--- src/rtl/request_buffer.sv ---
// Two-channel request feeder for the two-client arbiter: counts request pulses per client,
// holds a level request until SERVICE consecutive grant cycles retire one entry.
module request_buffer #(
    parameter int DEPTH   = 4,
    parameter int SERVICE = 2,
    parameter int CW      = $clog2(DEPTH + 1)
) (
    input  logic          clock,
    input  logic          reset,
    input  logic          push0,
    input  logic          push1,
    input  logic          g0,
    input  logic          g1,
    output logic          r0,
    output logic          r1,
    output logic [CW-1:0] cnt0,
    output logic [CW-1:0] cnt1,
    output logic          full0,
    output logic          full1,
    output logic          done0,
    output logic          done1,
    output logic          ovf0,
    output logic          ovf1,
    output logic          proto_err
);

    typedef enum logic [1:0] {
        ST_IDLE,
        ST_REQ,
        ST_SERVE,
        ST_RELEASE
    } state_t;

    localparam int            TW         = (SERVICE > 1) ? $clog2(SERVICE) : 1;
    localparam logic [CW-1:0] CNT_MAX    = CW'(DEPTH);
    localparam logic [TW-1:0] TIMER_LAST = TW'(SERVICE - 1);

    logic [1:0]      w_push;
    logic [1:0]      w_g;
    logic [1:0]      w_req;
    logic [1:0]      w_done;
    logic [1:0]      w_full;
    logic [1:0]      w_ovf;
    logic [2*CW-1:0] w_cnt_all;
    logic            w_proto;
    logic            r_proto_err;

    assign w_push = {push1, push0};
    assign w_g    = {g1, g0};

    for (genvar gi = 0; gi < 2; gi++) begin : g_ch
        state_t        r_state;
        state_t        w_state_nxt;
        logic [CW-1:0] r_cnt;
        logic [CW-1:0] w_cnt_nxt;
        logic [TW-1:0] r_timer;
        logic [TW-1:0] w_timer_nxt;
        logic          r_ovf;
        logic          w_retire;
        logic          w_accept;

        always_ff @(posedge clock or posedge reset) begin
            if (reset) begin
                r_state <= ST_IDLE;
                r_cnt   <= '0;
                r_timer <= '0;
                r_ovf   <= 1'b0;
            end else begin
                r_state <= w_state_nxt;
                r_cnt   <= w_cnt_nxt;
                r_timer <= w_timer_nxt;
                if (w_push[gi] && !w_accept) begin
                    r_ovf <= 1'b1;
                end
            end
        end

        // Grants seen outside REQ/SERVE never move the FSM; they only raise proto_err.
        always_comb begin
            w_state_nxt = r_state;
            w_timer_nxt = r_timer;
            w_retire    = 1'b0;
            case (r_state)
                ST_IDLE: begin
                    if (r_cnt != '0 || w_push[gi]) begin
                        w_state_nxt = ST_REQ;
                    end
                end
                ST_REQ: begin
                    if (w_g[gi]) begin
                        if (SERVICE == 1) begin
                            w_retire    = 1'b1;
                            w_state_nxt = ST_RELEASE;
                        end else begin
                            w_state_nxt = ST_SERVE;
                            w_timer_nxt = TW'(1);
                        end
                    end
                end
                ST_SERVE: begin
                    if (!w_g[gi]) begin
                        w_state_nxt = ST_REQ;
                        w_timer_nxt = '0;
                    end else if (r_timer == TIMER_LAST) begin
                        w_retire    = 1'b1;
                        w_state_nxt = ST_RELEASE;
                        w_timer_nxt = '0;
                    end else begin
                        w_timer_nxt = r_timer + TW'(1);
                    end
                end
                ST_RELEASE: begin
                    w_state_nxt = (r_cnt != '0 || w_push[gi]) ? ST_REQ : ST_IDLE;
                end
                default: begin
                    w_state_nxt = ST_IDLE;
                    w_timer_nxt = '0;
                end
            endcase
            w_retire  = w_retire && (r_cnt != '0);
            w_accept  = w_push[gi] && ((r_cnt != CNT_MAX) || w_retire);
            w_cnt_nxt = r_cnt + CW'(w_accept) - CW'(w_retire);
        end

        assign w_req[gi]                 = (r_state == ST_REQ) || (r_state == ST_SERVE);
        assign w_done[gi]                = (r_state == ST_RELEASE);
        assign w_full[gi]                = (r_cnt == CNT_MAX);
        assign w_ovf[gi]                 = r_ovf;
        assign w_cnt_all[gi*CW +: CW]    = r_cnt;
    end

    assign w_proto = (g0 && !r0) || (g1 && !r1) || (g0 && g1);

    always_ff @(posedge clock or posedge reset) begin
        if (reset) begin
            r_proto_err <= 1'b0;
        end else if (w_proto) begin
            r_proto_err <= 1'b1;
        end
    end

    assign r0        = w_req[0];
    assign r1        = w_req[1];
    assign done0     = w_done[0];
    assign done1     = w_done[1];
    assign full0     = w_full[0];
    assign full1     = w_full[1];
    assign ovf0      = w_ovf[0];
    assign ovf1      = w_ovf[1];
    assign cnt0      = w_cnt_all[CW-1:0];
    assign cnt1      = w_cnt_all[2*CW-1:CW];
    assign proto_err = r_proto_err;

endmodule

--- config.mk ---
export PLATFORM = sky130hd
export DESIGN_NAME = request_buffer
export DESIGN_NICKNAME = d
export VERILOG_FILES = /design/src/rtl/request_buffer.sv
export SDC_FILE = /design/constraint.sdc
export NUM_CORES = 1
export LEC_CHECK = 0
export CELL_PAD_IN_SITES_DETAIL_PLACEMENT = 0
export CELL_PAD_IN_SITES_GLOBAL_PLACEMENT = 2
export CORE_MARGIN = 4
export CORE_UTILIZATION = 37
export CTS_CLUSTER_DIAMETER = 50
export DETAILED_ROUTE_END_ITERATION = 16
export DONT_BUFFER_PORTS = 1
export PLACE_DENSITY = 0.8
export SLEW_MARGIN = 20
export SYNTH_ARGS = -nofsm -noshare
export SYNTH_HDL_FRONTEND = slang
export SYNTH_SLANG_ARGS = --single-unit
--- constraint.sdc ---
create_clock -name clock -period 2.8 [get_ports clock]
set_clock_uncertainty 0.05 [all_clocks]
set_input_delay 0.56 -clock clock [delete_from_list [all_inputs] [get_ports clock]]
set_output_delay 0.56 -clock clock [all_outputs]
set_load 0.05 [all_outputs]
# == Word-level counts from Yosys, hierarchy flattened ==
# Index checks and enable logic that the tools add are counted.
# W data, S select, Z words.
# op_classes
n_addsub,6
mul,0
div_mod_pow,0
order_cmp,0
eq_ne,16
shifts,0
mux,26
bitwise,0
reduce_logical,31
# op_table
op,count
$mux W2,8
$pmux W2 S4,2
$mux W1,14
$ne A3 B3 Y1 const B,4
$logic_and A1 B1 Y1,9
$eq A2 B2 Y1 const B,4
$logic_or A1 B1 Y1,8
$ne A2 B2 Y1 const B,4
$add A3 B1 Y3,2
$eq A3 B3 Y1 const B,2
$reduce_and A3 Y1,2
$reduce_bool A3 Y1,2
$sub A3 B1 Y3,2
$eq A2 B1 Y1 const B,2
$logic_not A1 Y1,4
$logic_not A2 Y1,2
$pmux W1 S2,2
$reduce_and A2 Y1,2
$reduce_bool A2 Y1,2
$add A1 B1 Y1 const B,2
# word_totals
register_bits,15
latch_bits,0
mem_bits_rw,0
mem_bits_ro,0
in_bits,6
out_inout_bits,15
word_cells,88
n_memories,0

# == Longest topological paths before layout ==
# logic_depth
word_depth,8
mapped_depth,10
ltp_nobuf,10

# == Worst setup path before layout ==
# Ideal clock, no wire load.
# synth_path
kind,register -> register
from,reg g_ch[1].r_cnt[2] (netlist: cnt1[2])
to,reg g_ch[1].r_cnt[2] (netlist: cnt1[2])
setup_ns,0.142
t_arrival_ns,2.844
t_required_ns,2.608
slack_ns,-0.237
path_stages_with_launch,8
n_path_buf,0
synth_period_minus_slack_ns,3.037
cell_sequence,dfrtp_1 > nor3b_1 > o21bai_1 > ha_1 > inv_1 > fa_1 > xnor2_1 > xnor2_1
# synth_via
elab_chain_cells,6
word_cells_on_any_way,7
cone_classes,add/sub: 2; eq/ne: 1; reduce/logical: 4
# synth_lines
element,line,text
start: declaration,54,logic [CW-1:0] r_cnt;
start signal: assignment,70,r_cnt <= w_cnt_nxt;
$reduce_bool A3 Y1,120,w_retire = w_retire && (r_cnt != '0);
$logic_and A1 B1 Y1,120,
$logic_or A1 B1 Y1,121,w_accept = w_push[gi] && ((r_cnt != CNT_MAX) || w_retire);
$logic_and A1 B1 Y1,121,
$add A3 B1 Y3,122,w_cnt_nxt = r_cnt + CW'(w_accept) - CW'(w_retire);
$sub A3 B1 Y3 (*),122,
via g_ch[1].w_cnt_nxt[2],55,logic [CW-1:0] w_cnt_nxt;
# The timed path passes the listed nets; every way through them passes the cells marked *.
# A chain may end at the register's enable or synchronous reset.

# == Worst setup path after layout ==
# layout_path
from,reg g_ch[0].r_state[0]
to,reg g_ch[0].r_cnt[2] (netlist: cnt0[2])
# layout_via
elab_chain_cells,7
# layout_lines
element,line,text
start: declaration,52,state_t r_state;
start signal: assignment,69,r_state <= w_state_nxt;
$eq A2 B2 Y1 (*),83,case (r_state)
$mux W1 (*),83,
$logic_and A1 B1 Y1 (*),120,
$logic_or A1 B1 Y1,121,
$logic_and A1 B1 Y1,121,
$add A3 B1 Y3,122,
$sub A3 B1 Y3 (*),122,
via g_ch[0].w_cnt_nxt[2],55,
end signal: assignment,70,
end: declaration,54,
# Marks and branches as above.

==> results by group <==
Outcome
  – Status: completed

STA
  – Final hold slack: 0.1596 ns
  – Crit path time final: 2.380 ns
  – Final Cycle Share: 84.99%
  – Final count of pins violating max slew: 0
  – Max frequency: 420.2 MHz
  – RSZ-0062 raised after global routing: no
  – Final-report hold violation count: 0
  – Final setup viols: 0
  – Slew margin rel.: 60.54%
  – Setup TNS Final: 0 ns
  – Slew @ Worst Pin: 0.5913 ns

Synth
  – Post-synth ARST share: 100.0%
  – Net count after synthesis: 118
  – Biggest area consumer among synthesized cells: dfrtp_1
  – Synth Warn #: 0
  – Top_reg_cell synth: dfrtp_1
  – Sequential fraction of the synthesis area: 38.86%
  – Count leader, synth: dfrtp_1
  – EDFF count, synth: 0
  – Synth area leaders: dfrtp_1 39%, ha_1 14%, inv_1 5.4%
  – Mean Syn Cell Area: 9.757 µm²
  – Commonest cells post-synth: 15 x dfrtp_1, 14 x inv_1, 12 x nand2_1
  – Post-Synthesis Cell Area: 965.9 µm²
  – Synth Instances: 99
  – FF+latch count, synth: 15
  – Post-synth top area share: 38.86%
  – Synth unique cells: 34

CTS
  – Hold Buf Count CTS: 0
  – Setup repair bufs after CTS: 0
  – CTS max path bufs: 2
  – TritonCTS buffer count: 3
  – Clock latency on the worst-skew pair: 0.29 ns
  – H-tree depth: 1
  – Sinks on Clock Net: 15
  – CTS clk-pin slew, worst paths: 0.10 ns
  – Post-CTS sizing: 0
  – CTS tree: built
  – Clk root buf: clkbuf_4

Run
  – Max-cap violations: 0

Setup path
  – Critical Path Start Type: register
  – Worst endpoint required time: 2.93 ns
  – R2r setup slk: 0.42 ns
  – Top delay family on crit path: adder cells
  – RR Startpoint: g_ch[0].r_state[0]$_DFFE_PP0P_
  – CP max stage delay: 0.43 ns
  – Setup CP Type: reg -> reg
  – CP bufs+invs: 2
  – Critical path depth in cells: 10
  – Critical R2R Capture: cnt0[2]$_DFF_PP0_
  – Worst Reg-to-Reg Cells: 10
  – Cell chain of the critical path: inv_1, ha_1, nand3_1, nor3_1, nand2b_1, ha_1, inv_1, fa_1, xnor2_1, xnor2_1
  – Slowest stage cell, crit path: dfrtp_1
  – CP max FO: 5
  – CP Capture Type: register
  – Worst EP arrival: 2.51 ns

Placement
  – Hpwl dp: 1.489 mm
  – Placed insts: 136
  – Gpl congestion: 0.7679
  – Buffers on Ports: 0

Drt
  – Routed vias/inst: 5.336
  – DRC Markers: 0
  – WL per Instance: 13.43 µm
  – Initial DRC count: 22
  – ANT nets after route: 0
  – Final wirelength: 1.880 mm
  – Via count: 747
  – DR pass1 iterations: 4

GRT
  – Grt ovf: 0
  – Vias in the first global route: 678
  – GRT Total Usage: 11.72%
  – Initial antenna violation count: 0
  – First-pass GRT wire length: 3.098 mm
  – Largest net degree at the start of global routing: 16

Cells and area
  – Layout Nets: 130
  – Fin cells: 140
  – Synthesis-to-finish area growth: 12.95%
  – Ant. Diodes: 0
  – Layout cell share with drive strength beyond 1: 15.45%

Floorplan
  – Initial Util: 38.99%
  – Core box area: 2477 µm²
  – Die Span X: 59.10 µm
  – Die area: 3492 µm²
  – FP Rows: 18
  – Die span in y: 59.10 µm
  – # IOs: 21

Hold path
  – Hold crit path type: in -> async
cell usage in the layout (no fill, tap or decap), types with 2 or more instances in the layout:
master,instances
nand2_1,12
nor2_1,3
nor4_1,2
clkbuf_4,3
xnor2_1,4
o21ai_1,2
o211ai_1,2
nand2b_1,3
fa_1,2
o21bai_1,2
ha_1,11
inv_1,14
buf_4,7
dfrtp_1,15
o221ai_1,2
a21oi_1,3
nor3_1,2
a31o_1,2
worst max-delay path by stage:
stage	slack, ns	startpoint	to
4_1_cts	0.41	g_ch[0].r_state[0]$_DFFE_PP0P_	cnt0[2]$_DFF_PP0_
3_3_place_gp	0.48	g_ch[0].r_state[0]$_DFFE_PP0P_	cnt0[2]$_DFF_PP0_
5_1_grt	0.22	g_ch[0].r_state[0]$_DFFE_PP0P_	cnt0[2]$_DFF_PP0_
6_report	0.42	g_ch[0].r_state[0]$_DFFE_PP0P_	cnt0[2]$_DFF_PP0_
3_5_place_dp	0.41	g_ch[0].r_state[0]$_DFFE_PP0P_	cnt0[2]$_DFF_PP0_
2_1_floorplan	0.33	cnt1[2]$_DFF_PP0_	cnt1[2]$_DFF_PP0_
stage by stage:
step,util (%),setup slack (ns),cell area [µm²]
global route,44.04,0.2174,1091
global placement,42.83,0.4800,1061
floorplan,-,0.3343,970.9
CTS,44.04,0.4078,1091
finish,44.04,0.4204,1091
detailed placement,42.83,0.4099,1061
layout make-up:
class,count,area [µm²]
tap,30,37.54
inverter,15,57.56
sequential,15,375.4
fill,250,1386
multi-input combinational,69,538.0
timing repair buffer,7,52.55
clock inverter,1,7.507
clock buffer,3,22.52
state kept, by name, indices dropped and copies added, names as in the netlist:
| signal | flops |
|---|---|
| g_ch.r_state | 4 |
| cnt0 | 3 |
| cnt1 | 3 |
| g_ch.r_timer | 2 |
| ovf0 | 1 |
| ovf1 | 1 |
| proto_err | 1 |
layer usage:
metal	GRT usage (%)	up-vias	share of wire, %
met5	0	-	0
met4	1.942	0	0.74
met3	6.754	2	9.1
met1	14.40	357	44
met2	18.14	17	46
li1	-	371	-
logic make-up after synthesis:
| family | share of synthesized area (%) |
|---|---|
| simple gates | 16.06 |
| buf+inv | 5.958 |
| compound gates | 17.10 |
| fa+ha+maj | 18.39 |
| flops | 38.86 |
| xor+xnor | 3.627 |
worst register-to-register path, delay by kind of cell, from the launching register on:
family / cells / cell delay, ns
xor+xnor: 2 / 0.27
fa+ha+maj: 3 / 0.74
buf+inv: 2 / 0.21
flops: 1 / 0.43
simple gates: 3 / 0.59
Power is left out: the tool's default activity adds up to more than one toggle a clock period on the data nets, which glitch-free logic cannot reach.
